### config.mk
export PLATFORM = sky130hd
export DESIGN_NAME = cnt_shift_ring
export DESIGN_NICKNAME = d
export VERILOG_FILES = /design/src/rtl/cnt_shift_ring.sv
export SDC_FILE = /design/constraint.sdc
export NUM_CORES = 1
export LEC_CHECK = 0
export ABC_AREA = 0
export CAP_MARGIN = 15
export CORE_UTILIZATION = 43
export DETAILED_ROUTE_END_ITERATION = 10
export GPL_TIMING_DRIVEN = 1
export PLACE_DENSITY = 0.71
export SLEW_MARGIN = 30
export SYNTH_ARGS = -nofsm -noshare
export SYNTH_HDL_FRONTEND = slang
export SYNTH_SLANG_ARGS = --single-unit
### constraint.sdc
create_clock -name clk -period 2.3 [get_ports clk]
set_input_delay 0.345 -clock clk [delete_from_list [all_inputs] [get_ports clk]]
set_output_delay 0.345 -clock clk [all_outputs]
set_load 0.01 [all_outputs]
### src/rtl/cnt_shift_ring.sv
// -----------------------------------------------------------------------------
// cnt_shift_ring
//
// Shift-register sequencer that generalises the one-hot ring counter. It walks
// a WIDTH-bit register through either a one-hot ring (MODE=0, LEN=WIDTH steps)
// or a Johnson / twisted-ring sequence (MODE=1, LEN=2*WIDTH steps). Each step
// rotates in the direction requested that cycle. A binary step index and
// wrap/error pulses are kept alongside the register value.
//
// Parameters
//   WIDTH   register width (>= 2)
//   MODE    0 = one-hot ring, 1 = Johnson
//   LEN     derived sequence length
//   IDX_W   derived index width, $clog2(LEN)
//
// Ports
//   clk       in   rising-edge clock
//   rst       in   synchronous active-high reset, returns to the seed state
//   en        in   advance one step this cycle
//   dir       in   0 = rotate toward LSB (index +1), 1 = toward MSB (index -1)
//   load      in   parallel load request, wins over en
//   load_val  in   value to load; rejected unless it is a legal sequence state
//   o_cnt     out  current sequence state
//   o_idx     out  binary step index of o_cnt, 0..LEN-1
//   o_wrap    out  one-cycle pulse when the last step crossed LEN-1 <-> 0
//   o_err     out  one-cycle pulse on a rejected load or illegal-state repair
//
// All outputs are registered; o_idx is updated in the same edge as o_cnt so
// the two always describe the same step.
// -----------------------------------------------------------------------------
module cnt_shift_ring #(
    parameter  int WIDTH = 4,
    parameter  int MODE  = 0,
    localparam int LEN   = (MODE == 1) ? 2 * WIDTH : WIDTH,
    localparam int IDX_W = $clog2(LEN)
) (
    input  logic             clk,
    input  logic             rst,
    input  logic             en,
    input  logic             dir,
    input  logic             load,
    input  logic [WIDTH-1:0] load_val,
    output logic [WIDTH-1:0] o_cnt,
    output logic [IDX_W-1:0] o_idx,
    output logic             o_wrap,
    output logic             o_err
);

    // Index 0 of the sequence: a single LSB for the ring, all zeros for Johnson.
    localparam logic [WIDTH-1:0] SEED     = (MODE == 1) ? '0 : WIDTH'(1);
    localparam logic [IDX_W-1:0] IDX_LAST = IDX_W'(LEN - 1);
    localparam logic [IDX_W-1:0] IDX_ZERO = '0;
    localparam logic [IDX_W-1:0] IDX_ONE  = IDX_W'(1);

    logic [WIDTH-1:0] cnt_q;
    logic [IDX_W-1:0] idx_q;
    logic             wrap_q;
    logic             err_q;

    logic             cnt_legal;
    logic             load_legal;
    logic [IDX_W-1:0] load_idx;
    logic [WIDTH-1:0] cnt_right;
    logic [WIDTH-1:0] cnt_left;
    logic [IDX_W-1:0] idx_inc;
    logic [IDX_W-1:0] idx_dec;

    // -------------------------------------------------------------------------
    // Helper functions
    // -------------------------------------------------------------------------

    function automatic int popcnt(input logic [WIDTH-1:0] v);
        int n;
        n = 0;
        for (int i = 0; i < WIDTH; i++) begin
            if (v[i]) n = n + 1;
        end
        return n;
    endfunction

    // Ring: exactly one bit set.
    // Johnson: a thermometer anchored at either end. With n ones the only two
    // candidates are n ones packed against the MSB or n ones packed against the
    // LSB; all-zero and all-one satisfy both forms.
    function automatic logic is_legal(input logic [WIDTH-1:0] v);
        logic [WIDTH-1:0] ones;
        int               n;
        ones = '1;
        n    = popcnt(v);
        if (MODE == 1) begin
            return (v == ~(ones >> n)) || (v == ~(ones << n));
        end
        return (n == 1);
    endfunction

    // Step index of a legal value.
    // Ring: the seed bit sits at position 0 and right rotation moves it down,
    // so position p is reached after (WIDTH - p) mod WIDTH right steps.
    // Johnson: the first half fills ones in from the MSB (index = popcount),
    // the second half drains them out from the MSB, leaving ones at the LSB
    // (index = 2*WIDTH - popcount). All-ones is the halfway point.
    function automatic logic [IDX_W-1:0] index_of(input logic [WIDTH-1:0] v);
        int n;
        int p;
        if (MODE == 1) begin
            n = popcnt(v);
            if (!v[0] || (n == WIDTH)) begin
                return IDX_W'(n);
            end
            return IDX_W'(2 * WIDTH - n);
        end
        p = 0;
        for (int i = 0; i < WIDTH; i++) begin
            if (v[i]) p = i;
        end
        return IDX_W'((WIDTH - p) % WIDTH);
    endfunction

    // Johnson feeds back the inverted bit that falls off the end; the ring
    // feeds it back unchanged.
    function automatic logic [WIDTH-1:0] rot_right(input logic [WIDTH-1:0] v);
        logic fb;
        fb = (MODE == 1) ? ~v[0] : v[0];
        return {fb, v[WIDTH-1:1]};
    endfunction

    function automatic logic [WIDTH-1:0] rot_left(input logic [WIDTH-1:0] v);
        logic fb;
        fb = (MODE == 1) ? ~v[WIDTH-1] : v[WIDTH-1];
        return {v[WIDTH-2:0], fb};
    endfunction

    // -------------------------------------------------------------------------
    // Next-state candidates
    // -------------------------------------------------------------------------
    always_comb begin
        cnt_legal  = is_legal(cnt_q);
        load_legal = is_legal(load_val);
        load_idx   = index_of(load_val);
        cnt_right  = rot_right(cnt_q);
        cnt_left   = rot_left(cnt_q);
        // LEN need not be a power of two, so wrap explicitly.
        idx_inc    = (idx_q == IDX_LAST) ? IDX_ZERO : idx_q + IDX_ONE;
        idx_dec    = (idx_q == IDX_ZERO) ? IDX_LAST : idx_q - IDX_ONE;
    end

    // -------------------------------------------------------------------------
    // State register: rst > load > en
    // -------------------------------------------------------------------------
    always_ff @(posedge clk) begin
        if (rst) begin
            cnt_q  <= SEED;
            idx_q  <= IDX_ZERO;
            wrap_q <= 1'b0;
            err_q  <= 1'b0;
        end else begin
            wrap_q <= 1'b0;
            err_q  <= 1'b0;
            if (load) begin
                // A rejected load keeps the current state untouched.
                if (load_legal) begin
                    cnt_q <= load_val;
                    idx_q <= load_idx;
                end else begin
                    err_q <= 1'b1;
                end
            end else if (en) begin
                if (!cnt_legal) begin
                    // Upset repair: only attempted when a step is requested,
                    // so an idle sequencer never changes state on its own.
                    cnt_q <= SEED;
                    idx_q <= IDX_ZERO;
                    err_q <= 1'b1;
                end else if (!dir) begin
                    cnt_q  <= cnt_right;
                    idx_q  <= idx_inc;
                    wrap_q <= (idx_q == IDX_LAST);
                end else begin
                    cnt_q  <= cnt_left;
                    idx_q  <= idx_dec;
                    wrap_q <= (idx_q == IDX_ZERO);
                end
            end
        end
    end

    assign o_cnt  = cnt_q;
    assign o_idx  = idx_q;
    assign o_wrap = wrap_q;
    assign o_err  = err_q;

endmodule

Yosys cells after proc, flatten, opt, wreduce, memory -nomap -nowiden. Cells that the tools add are included.

Register bits after elaboration: 8. Input port bits: 9. Logic and storage cells: 51.

$add $sub $neg: 9. Equal/unequal tests: 4. Muxes and demuxes: 28. Bitwise logic cells: 2. Reduce and logical (&&, ||, !) cells: 4.

Operators with widths (number): adder 32 x 2 -> 32 bit (second input constant) (6); 2-to-1 mux 32 bit (6); equality test 32 x 2 -> 1 bit (second input constant) (2); 2-to-1 mux 4 bit (5); 2-to-1 mux 2 bit (9); 2-to-1 mux 1 bit (8); OR reduction 4 bit (1); adder 2 x 1 -> 2 bit (second input constant) (1); equality test 2 bit (second input constant) (1); zero test 2 bit (1); != test 2 x 1 -> 1 bit (second input constant) (1); inverter 1 bit (2); AND reduction 2 bit (1); nonzero test 2 bit (1); subtractor 1 x 2 -> 2 bit (first input constant) (1); subtractor 2 x 1 -> 2 bit (second input constant) (1).

Longest topological paths before layout.
Depth in word-level cells: 11. Mapped depth: 9. Gate-level depth less buffers: 8.

Worst setup path after synthesis. No wires, ideal clock.

Path type: input -> register. From: input load_val[0]. To: register cnt_q[2], in the netlist o_cnt[2]. Library setup time: 138 ps. Arrival: 2298 ps. Setup slack: -136 ps. Stages on the path: 9. Buffers on the path: 1. Cells stage by stage: inv_1 > ha_1 > buf_6 > xor2_1 > ha_1 > or2_0 > mux4_2 > o31ai_2 > a221oi_1.

Word-level cells in the longest chain between the ends: 10.

Ends and longest elaborated chain: start: declaration (line 42) `input logic [WIDTH-1:0] load_val,`; 2-to-1 mux 1 bit * (line 76) `if (v[i]) n = n + 1;`; adder 32 x 2 -> 32 bit (line 76); 2-to-1 mux 32 bit * (line 76); adder 32 x 2 -> 32 bit (line 76); 2-to-1 mux 32 bit * (line 76); adder 32 x 2 -> 32 bit (line 76); 2-to-1 mux 32 bit * (line 76); equality test 32 x 2 -> 1 bit * (line 93) `return (n == 1);`; != test 2 x 1 -> 1 bit (no source line) *; AND reduction 2 bit (no source line) *; end signal: assignment (line 162) `cnt_q <= load_val;`; end signal: assignment (line 175) `cnt_q <= cnt_right;`; end signal: assignment (line 179) `cnt_q <= cnt_left;`; end: declaration (line 55) `logic [WIDTH-1:0] cnt_q;`.

Every way passes the cells marked *; elsewhere a longest branch is shown, timed or not. A chain may end at the register's enable or synchronous reset.

Final worst setup path.
From: register cnt_q[1], in the netlist o_cnt[1]. To: register cnt_q[1], in the netlist o_cnt[1].

Word-level cells in the longest chain between the ends: 9.

Ends and longest elaborated chain: 2-to-1 mux 32 bit * (line 76); adder 32 x 2 -> 32 bit (line 76); 2-to-1 mux 32 bit * (line 76); adder 32 x 2 -> 32 bit (line 76); 2-to-1 mux 32 bit * (line 76); equality test 32 x 2 -> 1 bit * (line 93); 2-to-1 mux 4 bit * (line 168) `if (!cnt_legal) begin`; 2-to-1 mux 4 bit * (line 167) `end else if (en) begin`; 2-to-1 mux 4 bit * (line 159) `if (load) begin`.

Every way passes the cells marked *; elsewhere a longest branch is shown, timed or not. The select of a mux whose other input is x is not followed.

==> results.sh <==
export IMPL_cts_tree="yes"
export IMPL_synth_xor_area_share_pct=6.29
export IMPL_synth_edff_count=0
export IMPL_grt_pass1_wl_um=3350
export IMPL_drt_total_wl_um=2260
export IMPL_cts_root_buf="clkbuf_4"
export IMPL_grt_busiest_layer="met2"
export IMPL_ys_flop_type="dfxtp_1"
export IMPL_die_w_um=46.1
export IMPL_r2r_slack_ns=-0.006
export IMPL_rsz0062_at_grt="yes"
export IMPL_ir_worst_vdd_mv=0.426
export IMPL_maxSlewViolCount=0
export IMPL_period_needed_ns=2.31
export IMPL_cellLeakagePower_nw=0.494
export IMPL_crit_fanout=7
export IMPL_fillers=143
export IMPL_dieArea_um2=2120
export IMPL_setup_viol=1
export IMPL_rows=15
export IMPL_syn_avg_cell_area_um2=8.53
export IMPL_antenna_found_initial=0
export IMPL_synth_top_family_by_area="simple AND/OR/NAND/NOR gates"
export IMPL_track_usage_pct=22.5
export IMPL_use_met1_pct=28.2
export IMPL_violations="negative setup slack"
export IMPL_cts_max_level=1
export IMPL_diodes=0
export IMPL_start_kind="register"
export IMPL_finalInstanceArea_um2=1210
export IMPL_cp_slowest_stage_delay_ns=0.34
export IMPL_ys_warn_count=0
export IMPL_crit_buf_inv=1
export IMPL_grt_pass1_vias=768
export IMPL_drtAntennaViolNets=0
export IMPL_r2r_start="o_cnt[1]$_SDFFE_PP0P_"
export IMPL_cts_sinks=8
export IMPL_yosysSeqAreaShare_pct=19.2
export IMPL_placed_cell_area_um2=1130
export IMPL_clk_pin_slew_ns=0.05
export IMPL_post_cts_buffers=0
export IMPL_hpwl_um=1650
export IMPL_num_vias=873
export IMPL_grt_use_met2_pct=36.6
export IMPL_crit_type="register to register"
export IMPL_finalPower_mw=0.626
export IMPL_drive_above_1_share_pct=29.9
export IMPL_nets=146
export IMPL_hold_class="register to register"
export IMPL_drv_cap=0
export IMPL_area_growth_pct=44.6
export IMPL_critical_path_top_delay_family="compound AO/OA/AOI/OAI gates"
export IMPL_power_density_nw_per_um2=518
export IMPL_hp_start="o_idx[0]$_SDFFE_PP0P_"
export IMPL_cp_startpoint="o_cnt[1]$_SDFFE_PP0P_"
export IMPL_synthMuxAreaShare_pct=8.98
export IMPL_core_area_um2=1780
export IMPL_drt_initial_drc_count=27
export IMPL_place_ws_ns=-0.563
export IMPL_clk_path_buf_depth=2
export IMPL_netlist_instances=98
export IMPL_hold_viol=0
export IMPL_drc=0
export IMPL_wl_per_cell_um=14.8
export IMPL_numCtsBuffers=3
export IMPL_cts_hold_buffers_added=0
export IMPL_fin_crit_sh_pct=100
export IMPL_synth_compound_area_share_pct=20.7
export IMPL_synthesis_nets=115
export IMPL_clock_latency_ns=0.26
export IMPL_place_gp_congestion=0.809
export IMPL_grt_max_degree=12
export IMPL_yosys_area_share_adder_pct=12.0
export IMPL_synth_simple_area_share_pct=24.3
export IMPL_fmax_ghz=0.434
export IMPL_synth_area_um2=836
export IMPL_die_h_um=46.1
export IMPL_critPathRequiredTime_ns=2.46
export IMPL_outcome="finished with violations"
export IMPL_synth_seq_cells=8
export IMPL_drt_pass1_iterations=7
export IMPL_vias_per_cell=5.74
export IMPL_ios=17
export IMPL_yosysUniqueCellTypes=37
export IMPL_slowest_stage="a221oi_2"
export IMPL_endpoint_kind="register"
export IMPL_worstPathCellList="inv_1, ha_4, xor2_4, ha_1, nand2b_1, o211ai_4, a32oi_1, a221oi_2"
export IMPL_grt_util_met3_pct=3.92
export IMPL_relSlewSlack_pct=71.3
export IMPL_synth_async_sr_flop_share_pct=0
export IMPL_port_buffers=16
export IMPL_fin_skew_ns=0.00192
export IMPL_start_util_pct=46.9
export IMPL_gr_total_overflow=0
export IMPL_cp_data_arrival_time_ns=2.47
export IMPL_setup_ws_ns=-0.00615
export IMPL_worstMarginPinSlew_ns=0.431
==> timing repair <==
item	in CTS	in global routing
pin swaps	7	2
resized for setup	12	6
endpoints found under the setup margin	7	8
==> path summary, 6_finish.rpt <==
kind                           end  depth (start not counted)
max          o_cnt[1]$_SDFFE_PP0P_                          8
min reg2reg  o_idx[0]$_SDFFE_PP0P_                          2
max reg2reg  o_cnt[1]$_SDFFE_PP0P_                          8
min          o_idx[0]$_SDFFE_PP0P_                          2
==> placed cells by master (no fill, tap or decap), types with 4 or more instances in the layout <==
master and count:
dfxtp_1 8, nor2_1 10, clkdlybuf4s50_1 13, buf_4 15, nand2_1 6, a221oi_2 4, nand3_1 4, ha_1 6
inv_1 7
==> stage by stage <==
step | utilization, % | TNS (ns) | hold slack (ns) | std cells
after CTS | 64.8 | 0 | 0.568 | 152
final | 67.8 | -0.00615 | 0.560 | 152
after global routing | 67.8 | -0.265 | 0.587 | 152
after global placement | 63.2 | -3.31 | 0.550 | 149
after floorplan | - | 0 | 0.416 | 98
after detailed placement | 63.2 | -3.62 | 0.560 | 149
==> Yosys cell counts, types with 3 or more instances <==
master    number  share of area [%]
nor2b_1        3                2.2
nor3_1         3                1.8
nand2b_1       3                2.2
nand2_1        6                2.7
nand3_1        4                2.4
ha_1           8                 12
a221oi_1       5                5.2
xnor2_1        3                3.1
mux2i_1        3                3.6
inv_1          9                4.0
dfxtp_1        8                 19
nor2_1        10                4.5
xor2_1         3                3.1
==> report_power, final <==
| group | internal (mW) | switching, mW | leakage (nW) | total, mW |
|---|---|---|---|---|
| sequential | 0.154 | 0.0173 | 0.0660 | 0.171 |
| combinational | 0.174 | 0.167 | 0.414 | 0.341 |
| clock | 0.0600 | 0.0528 | 0.0138 | 0.113 |
| total | 0.388 | 0.238 | 0.494 | 0.626 |
==> cell families after synthesis <==
logic type                 after synthesis
adders and majority gates                8
and+or+nand+nor                         36
xor gates and xnor gates                 6
DFF                                      8
buffers and inverters                   15
AOI/OAI and AO/OA                       20
muxes                                    5
==> cell type report <==
cell class | instances | area (um2) | area share [%]
multi-input combinational | 75 | 696 | 57.6
clock buffer | 3 | 22.5 | 1.86
inverter | 10 | 37.5 | 3.11
tap | 25 | 31.3 | 2.59
sequential | 8 | 160 | 13.3
timing repair buffer | 31 | 262 | 21.6
==> registers in the layout (all words and copies together) (netlist names) <==
signal	cells
o_wrap	1
o_err	1
o_cnt	4
o_idx	2
==> worst min-delay path: cells and delay by family, from the launching register on <==
| kind | cells | cell delay [ns] |
|---|---|---|
| flops | 1 | 0.32 |
| compound gates | 1 | 0.08 |
| buf+inv | 1 | 0.11 |
==> layer usage <==
layer / up-vias / share of wire (%)
met5: - / 0
met4: 0 / 3.1
met3: 10 / 5.5
met2: 39 / 52
met1: 401 / 39
li1: 423 / -
(Power assumes the default switching activity.)
